File: src/rtl/exp_mu_table_reader_if.sv
`default_nettype none
// ----------------------------------------------------------------------------
// exp_mu_table_reader_if : table-read port and S0*exp(t*mu) output stream.
// Rev 1.0
// ----------------------------------------------------------------------------
interface exp_mu_table_reader_if #(
  parameter int logT = 9
);
  logic            iTableDone;
  logic            oRdEn;
  logic [logT-1:0] oRdAddr;
  logic [17:0]     iRdData;
  logic [17:0]     oData;
  logic [logT-1:0] oT;
  logic            oValid;
  logic            iReady;
  logic            oLast;
  logic            oBusy;

  modport slave (
    input  iTableDone, iRdData, iReady,
    output oRdEn, oRdAddr, oData, oT, oValid, oLast, oBusy
  );

  modport master (
    output iTableDone, iRdData, iReady,
    input  oRdEn, oRdAddr, oData, oT, oValid, oLast, oBusy
  );
endinterface
`default_nettype wire

File: src/rtl/exp_mu_table_reader.sv
`default_nettype none
// ----------------------------------------------------------------------------
// exp_mu_table_reader : sweeps table t_min..t_max into a ready/valid stream.
// Option EXPMU_RD_PENDING_EN re-arms a sweep requested while busy. Rev 1.0
// ----------------------------------------------------------------------------
module exp_mu_table_reader #(
  parameter int t_min = 171,
  parameter int t_max = 341,
  parameter int logT  = 9
) (
  input  wire logic             CLK,
  input  wire logic             iRST_n,
  exp_mu_table_reader_if.slave  bus
);
  localparam logic [logT-1:0] c_T_MIN = logT'(t_min);
  localparam logic [logT-1:0] c_T_MAX = logT'(t_max);

  typedef enum logic [1:0] {
    IDLE  = 2'd0,
    READ  = 2'd1,
    DRAIN = 2'd2
  } state_t;

  state_t          state_q, state_d;
  logic [logT-1:0] addr_q, addr_d;
  logic            infl_q;
  logic [logT-1:0] infl_t_q;
  logic [17:0]     data_q [2];
  logic [logT-1:0] t_q    [2];
  logic            wptr_q, rptr_q;
  logic [1:0]      cnt_q;

  logic            pop;
  logic            rd_en;
  logic            last_xfer;
  logic [1:0]      occ;
`ifdef EXPMU_RD_PENDING_EN
  logic            pending_q, pending_d;
`endif

  // Occupancy counts the word leaving this cycle as gone, so a full-rate
  // stream keeps one read in flight and one word buffered.
  assign pop       = (cnt_q != 2'd0) && bus.iReady;
  assign occ       = cnt_q + {1'b0, infl_q} - {1'b0, pop};
  assign rd_en     = (state_q == READ) && (occ < 2'd2);
  assign last_xfer = pop && (t_q[rptr_q] == c_T_MAX);

  always_comb begin
    state_d = state_q;
    addr_d  = addr_q;
`ifdef EXPMU_RD_PENDING_EN
    pending_d = pending_q;
    if ((state_q != IDLE) && bus.iTableDone) begin
      pending_d = 1'b1;
    end
`endif
    case (state_q)
      IDLE: begin
        if (bus.iTableDone) begin
          state_d = READ;
          addr_d  = c_T_MIN;
        end
      end
      READ: begin
        if (rd_en) begin
          if (addr_q == c_T_MAX) begin
            state_d = DRAIN;
          end else begin
            addr_d = addr_q + logT'(1);
          end
        end
      end
      DRAIN: begin
        if (last_xfer) begin
`ifdef EXPMU_RD_PENDING_EN
          if (pending_q || bus.iTableDone) begin
            state_d   = READ;
            addr_d    = c_T_MIN;
            pending_d = 1'b0;
          end else begin
            state_d = IDLE;
          end
`else
          state_d = IDLE;
`endif
        end
      end
      default: state_d = IDLE;
    endcase
  end

  always_ff @(posedge CLK or negedge iRST_n) begin
    if (!iRST_n) begin
      state_q   <= IDLE;
      addr_q    <= '0;
      infl_q    <= 1'b0;
      infl_t_q  <= '0;
      data_q[0] <= '0;
      data_q[1] <= '0;
      t_q[0]    <= '0;
      t_q[1]    <= '0;
      wptr_q    <= 1'b0;
      rptr_q    <= 1'b0;
      cnt_q     <= 2'd0;
    end else begin
      state_q <= state_d;
      addr_q  <= addr_d;
      infl_q  <= rd_en;
      if (rd_en) begin
        infl_t_q <= addr_q;
      end
      if (infl_q) begin
        data_q[wptr_q] <= bus.iRdData;
        t_q[wptr_q]    <= infl_t_q;
        wptr_q         <= ~wptr_q;
      end
      if (pop) begin
        rptr_q <= ~rptr_q;
      end
      cnt_q <= cnt_q + {1'b0, infl_q} - {1'b0, pop};
    end
  end

`ifdef EXPMU_RD_PENDING_EN
  always_ff @(posedge CLK or negedge iRST_n) begin
    if (!iRST_n) begin
      pending_q <= 1'b0;
    end else begin
      pending_q <= pending_d;
    end
  end
`endif

  assign bus.oRdEn   = rd_en;
  assign bus.oRdAddr = addr_q;
  assign bus.oValid  = (cnt_q != 2'd0);
  assign bus.oData   = data_q[rptr_q];
  assign bus.oT      = t_q[rptr_q];
  assign bus.oLast   = (cnt_q != 2'd0) && (t_q[rptr_q] == c_T_MAX);
  assign bus.oBusy   = (state_q != IDLE);

endmodule
`default_nettype wire

File: src/flat_wrapper.sv
// flat-port wrapper written by rule: the top's interface ports become plain ports
module exp_mu_table_reader_flat 
#(
  parameter int t_min = 171,
  parameter int t_max = 341,
  parameter int logT  = 9
)
  (CLK, iRST_n, bus_iTableDone, bus_iRdData, bus_iReady, bus_oRdEn, bus_oRdAddr, bus_oData, bus_oT, bus_oValid, bus_oLast, bus_oBusy);
  exp_mu_table_reader_if #(.logT(logT)) bus_i ();
  input  wire logic CLK;
  input  wire logic iRST_n;
  input wire logic [$bits(bus_i.iTableDone)-1:0] bus_iTableDone;
  input wire logic [$bits(bus_i.iRdData)-1:0] bus_iRdData;
  input wire logic [$bits(bus_i.iReady)-1:0] bus_iReady;
  output wire logic [$bits(bus_i.oRdEn)-1:0] bus_oRdEn;
  output wire logic [$bits(bus_i.oRdAddr)-1:0] bus_oRdAddr;
  output wire logic [$bits(bus_i.oData)-1:0] bus_oData;
  output wire logic [$bits(bus_i.oT)-1:0] bus_oT;
  output wire logic [$bits(bus_i.oValid)-1:0] bus_oValid;
  output wire logic [$bits(bus_i.oLast)-1:0] bus_oLast;
  output wire logic [$bits(bus_i.oBusy)-1:0] bus_oBusy;
  assign bus_i.iTableDone = bus_iTableDone;
  assign bus_i.iRdData = bus_iRdData;
  assign bus_i.iReady = bus_iReady;
  assign bus_oRdEn = bus_i.oRdEn;
  assign bus_oRdAddr = bus_i.oRdAddr;
  assign bus_oData = bus_i.oData;
  assign bus_oT = bus_i.oT;
  assign bus_oValid = bus_i.oValid;
  assign bus_oLast = bus_i.oLast;
  assign bus_oBusy = bus_i.oBusy;
  exp_mu_table_reader #(.t_min(t_min), .t_max(t_max), .logT(logT)) u_core (.CLK(CLK), .iRST_n(iRST_n), .bus(bus_i));
endmodule
File: config.mk
export PLATFORM = sky130hd
export DESIGN_NAME = exp_mu_table_reader_flat
export DESIGN_NICKNAME = d
export VERILOG_FILES = /design/src/rtl/exp_mu_table_reader_if.sv /design/src/rtl/exp_mu_table_reader.sv /design/src/flat_wrapper.sv
export SDC_FILE = /design/constraint.sdc
export NUM_CORES = 1
export LEC_CHECK = 0
export ABC_AREA = 1
export CORE_ASPECT_RATIO = 0.5
export CORE_MARGIN = 1
export CORE_UTILIZATION = 29
export CTS_BUF_LIST = sky130_fd_sc_hd__clkbuf_4 sky130_fd_sc_hd__clkbuf_8
export CTS_CLUSTER_DIAMETER = 40
export DETAILED_ROUTE_END_ITERATION = 10
export PLACE_DENSITY = 0.46
export SETUP_SLACK_MARGIN = 0.5
export SLEW_MARGIN = 20
export SYNTH_ARGS = -nofsm -noshare
export SYNTH_HDL_FRONTEND = slang
export SYNTH_SLANG_ARGS = --single-unit
File: constraint.sdc
create_clock -name CLK -period 2.4 [get_ports CLK]
set_input_delay 0.48 -clock CLK [delete_from_list [all_inputs] [get_ports CLK]]
set_output_delay 0.48 -clock CLK [all_outputs]
set_load 0.02 [all_outputs]
==> metrics.csv <==
stage,metric,value,unit
timing,clock_skew,0.009673,ns
timing,slew_headroom,65.81,%
placement,detailedPlace.worstSlack,-0.6622,ns
die,start_util,29.84,%
timing,setup_slack,-0.04672,ns
synthesis,netlist.area_leader.share,52.03,%
detailed_routing,highest_layer,met4,
synthesis,synth_top_family_by_area,simple AND/OR/NAND/NOR gates,
detailed_routing,dr_wl_met3,328,µm
layout,area_delta_synth_final,54.03,%
synthesis,ys_seq_elements,79,
synthesis,yosysTopAreaCell,dfrtp_1,
layout,seqCellArea,0.001981,mm²
detailed_routing,ant_nets,0,
synthesis,synthMuxAreaShare,0,%
synthesis,synth.avg_cell_area,8.034,µm²
detailed_routing,totalWireLength,9192,µm
worst_setup_path,crit_required,1.92,ns
placement,dp_hpwl,6025,µm
global_route,grt_start_max_net_pins,55,
placement,place.gp.congestion,0.7580,
placement,io_buffers,61,
synthesis,synthTopCellsByArea,"dfrtp_1 (52%), nand2_1 (19%), inv_1 (5.4%)",
detailed_routing,routed-via-count,3243,
synthesis,syn_inst,473,
timing,period_needed,2.447,ns
layout,n_fill_cell,1288,
hold_path,holdCritPathClass,in -> async,
synthesis,syn-cell-area,0.003800,mm²
detailed_routing,wire_per_inst,12.17,µm
clocking,cts_made_buffers,9,
run,cap_violations,0,
layout,fin_cells,755,
timing,fmax,408.7,MHz
worst_setup_path,cp-start-kind,register,
detailed_routing,first_pass_iters,4,
worst_setup_path,reg2reg_slack,0.31,ns
synthesis,synth_ff_type,dfrtp_1,
synthesis,synth_edf_count,0,
synthesis,ys_seq_area_share,52.03,%
synthesis,ys_warn_count,0,
timing,timing.setup.tns,-0.04672,ns
layout,drive_gt1_share,39.32,%
synthesis,async_flop_share,100.0,%
global_route,grt_pass1_vias,3200,
synthesis,synth_compound_area_share,9.845,%
synthesis,syn-num-nets,499,
die,pin_count,62,
power,leakagePower,2.967,nW
clocking,cts_tree,built,
synthesis,synth.distinct_cells,28,
clocking,htree_levels,3,
power,ir_worst_vdd,0.4616,mV
clocking,cts_sinks,79,
layout,diodes,0,
run_status,status,"complete, but fails checks",
timing,finalCritPeriodShare,101.9,%
layout,fin_area,0.005853,mm²
detailed_routing,drc_errors,0,
timing,setup_viol,1,
detailed_routing,drt_iter0_markers,123,
placement,dpl_cell_area,0.004738,mm²
detailed_routing,via_per_inst,4.295,
synthesis,synth_adder_area_share,1.317,%
synthesis,synth_common_cells,"nand2_1 (188), dfrtp_1 (79), inv_1 (55)",
timing,final-hold-violation-count,0,
global_route,antenna_found_initial,0,
die,die_x,163.9,µm
layout,finalNetCount,606,
synthesis,post-synth-top-count-cell,nand2_1,
worst_setup_path,crit_path_max_fanout,2,
power,p_per_area,1482,mW/mm²
clocking,clockBufferDepth,2,
die,core_area,0.01274,mm²
worst_setup_path,cp_data_arrival_time,1.97,ns
synthesis,synthSimpleGateAreaFrac,27.33,%
timing,rsz0062_at_grt,yes,
timing,slew_viol_final,0,
layout,multiInputGateArea,0.001946,mm²
synthesis,synth_xor_area_share,0.9220,%
placement,placedCellCount,712,
detailed_routing,wl_met2,4575,µm
global_route,grt_overflow,0,
timing,tightest_slew,0.5129,ns
worst_setup_path,end_kind,output port,
die,core.rowCount,29,
clocking,cts-root-buf,clkbuf_8,
run_status,violations,setup timing,
detailed_routing,met1Wirelength,4221,µm
die,die-area,0.01359,mm²
global_route,grt_first_pass_wirelength,15500,µm
worst_setup_path,critical_path_class,reg -> out,
clocking,insertion_delay,0.35,ns
clocking,path_clk_slew,0.08,ns
global_route,track_usage,14.51,%
die,fp.dieH,82.94,µm
==> final cells by class <==
type	count	area share (%)
tap	170	3.634
clock inverter	5	1.774
timing repair buffer	112	20.52
multi-input combinational	315	33.24
inverter	62	4.275
clock buffer	11	2.587
timing repair inverter	1	0.1283
sequential	79	33.84
==> cell usage in the layout (no fill, tap or decap), types with 2 or more instances in the layout <==
cell	synthesis	routed
dfrtp_1	79	76
clkbuf_16	0	2
nand2_1	188	113
nor2_2	2	2
nand3_2	1	3
buf_4	1	20
dlygate4sd2_1	0	12
nand3_1	11	9
inv_1	55	48
clkdlybuf4s50_1	0	19
nand2_2	11	49
o21ai_0	30	28
bufinv_16	0	3
nand2_4	4	41
o21ai_2	7	7
nor2_1	11	9
clkbuf_8	0	11
inv_2	7	12
nand4_1	3	3
buf_12	0	3
dfrtp_2	0	3
xor2_1	3	3
o21ai_4	0	2
nand3_4	2	2
o21ai_1	30	30
ha_1	4	3
buf_8	0	4
nor2_4	1	4
buf_6	1	52
==> flip-flops by register name, summed over array words and instances, names as in the netlist <==
signal / flops
u_core.data_q: 36
u_core.infl_t_q: 9
u_core.wptr_q: 1
u_core.t_q: 18
u_core.infl_q: 1
u_core.cnt_q: 2
u_core.state_q: 2
u_core.rptr_q: 1
u_core.bus.oRdAddr: 9
==> path summary, 6_finish.rpt <==
kind | end | depth (start not counted) | startpoint
min in group CLK | u_core.data_q[5]$_DFFE_PN0P_ | 2 | u_core.data_q[5]$_DFFE_PN0P_
max in group asynchronous | u_core.t_q[16]$_DFFE_PN0P_ | 2 | iRST_n
worst max register to register | u_core.bus.oRdAddr[4]$_DFFE_PN0P_ | 15 | u_core.cnt_q[0]$_DFF_PN0_
worst min-delay path | u_core.data_q[23]$_DFFE_PN0P_ | 1 | iRST_n
worst min register to register | u_core.data_q[5]$_DFFE_PN0P_ | 2 | u_core.data_q[5]$_DFFE_PN0P_
worst max-delay path | bus_oRdEn | 12 | u_core.cnt_q[0]$_DFF_PN0_
==> logic make-up after synthesis <==
family,Yosys count
and+or+nand+nor,237
AOI/OAI and AO/OA,69
xor gates and xnor gates,4
buffers and inverters,80
DFF,79
adders and majority gates,4
==> report_power, final <==
group	switching (W)	internal (W)
clock	0.000492	0.000748
sequential	0.000430	0.00183
combinational	0.00269	0.00249
==> metrics by stage <==
stage | hold WS (ns) | utilization (%) | power [W]
floorplan | 0.1844 | - | 0.004318
global placement | 0.4659 | 37.20 | 0.005741
detailed placement | 0.4683 | 37.20 | 0.005769
CTS | 0.1131 | 42.25 | 0.007809
global route | 0.1128 | 45.96 | 0.009339
finish | 0.08858 | 45.96 | 0.008676
==> routing by layer <==
layer  vias to the layer above  GRT usage (%)
met5                         -              0
met4                         0          3.199
met2                        47          23.77
met3                         6          3.796
li1                       1668              -
met1                      1522          19.21
==> critical path, stage by stage, from the launching register on <==
cell	delay (ns)
dfrtp_1	0.39
o21a_1	0.20
ha_1	0.28
inv_2	0.07
ha_4	0.13
inv_2	0.03
nand2_2	0.07
nand2_2	0.06
nand2_2	0.07
nand2_2	0.07
nand2_4	0.09
inv_6	0.03
buf_6	0.12
==> what timing repair did <==
item                       in CTS  in global routing
hold buffers                    0                  0
resized for setup             269                 95
setup endpoints to repair      58                 48
buffers inserted               15                  8
cloned                          2                  2
pin swaps                      26                 19
(Power assumes the default switching activity.)
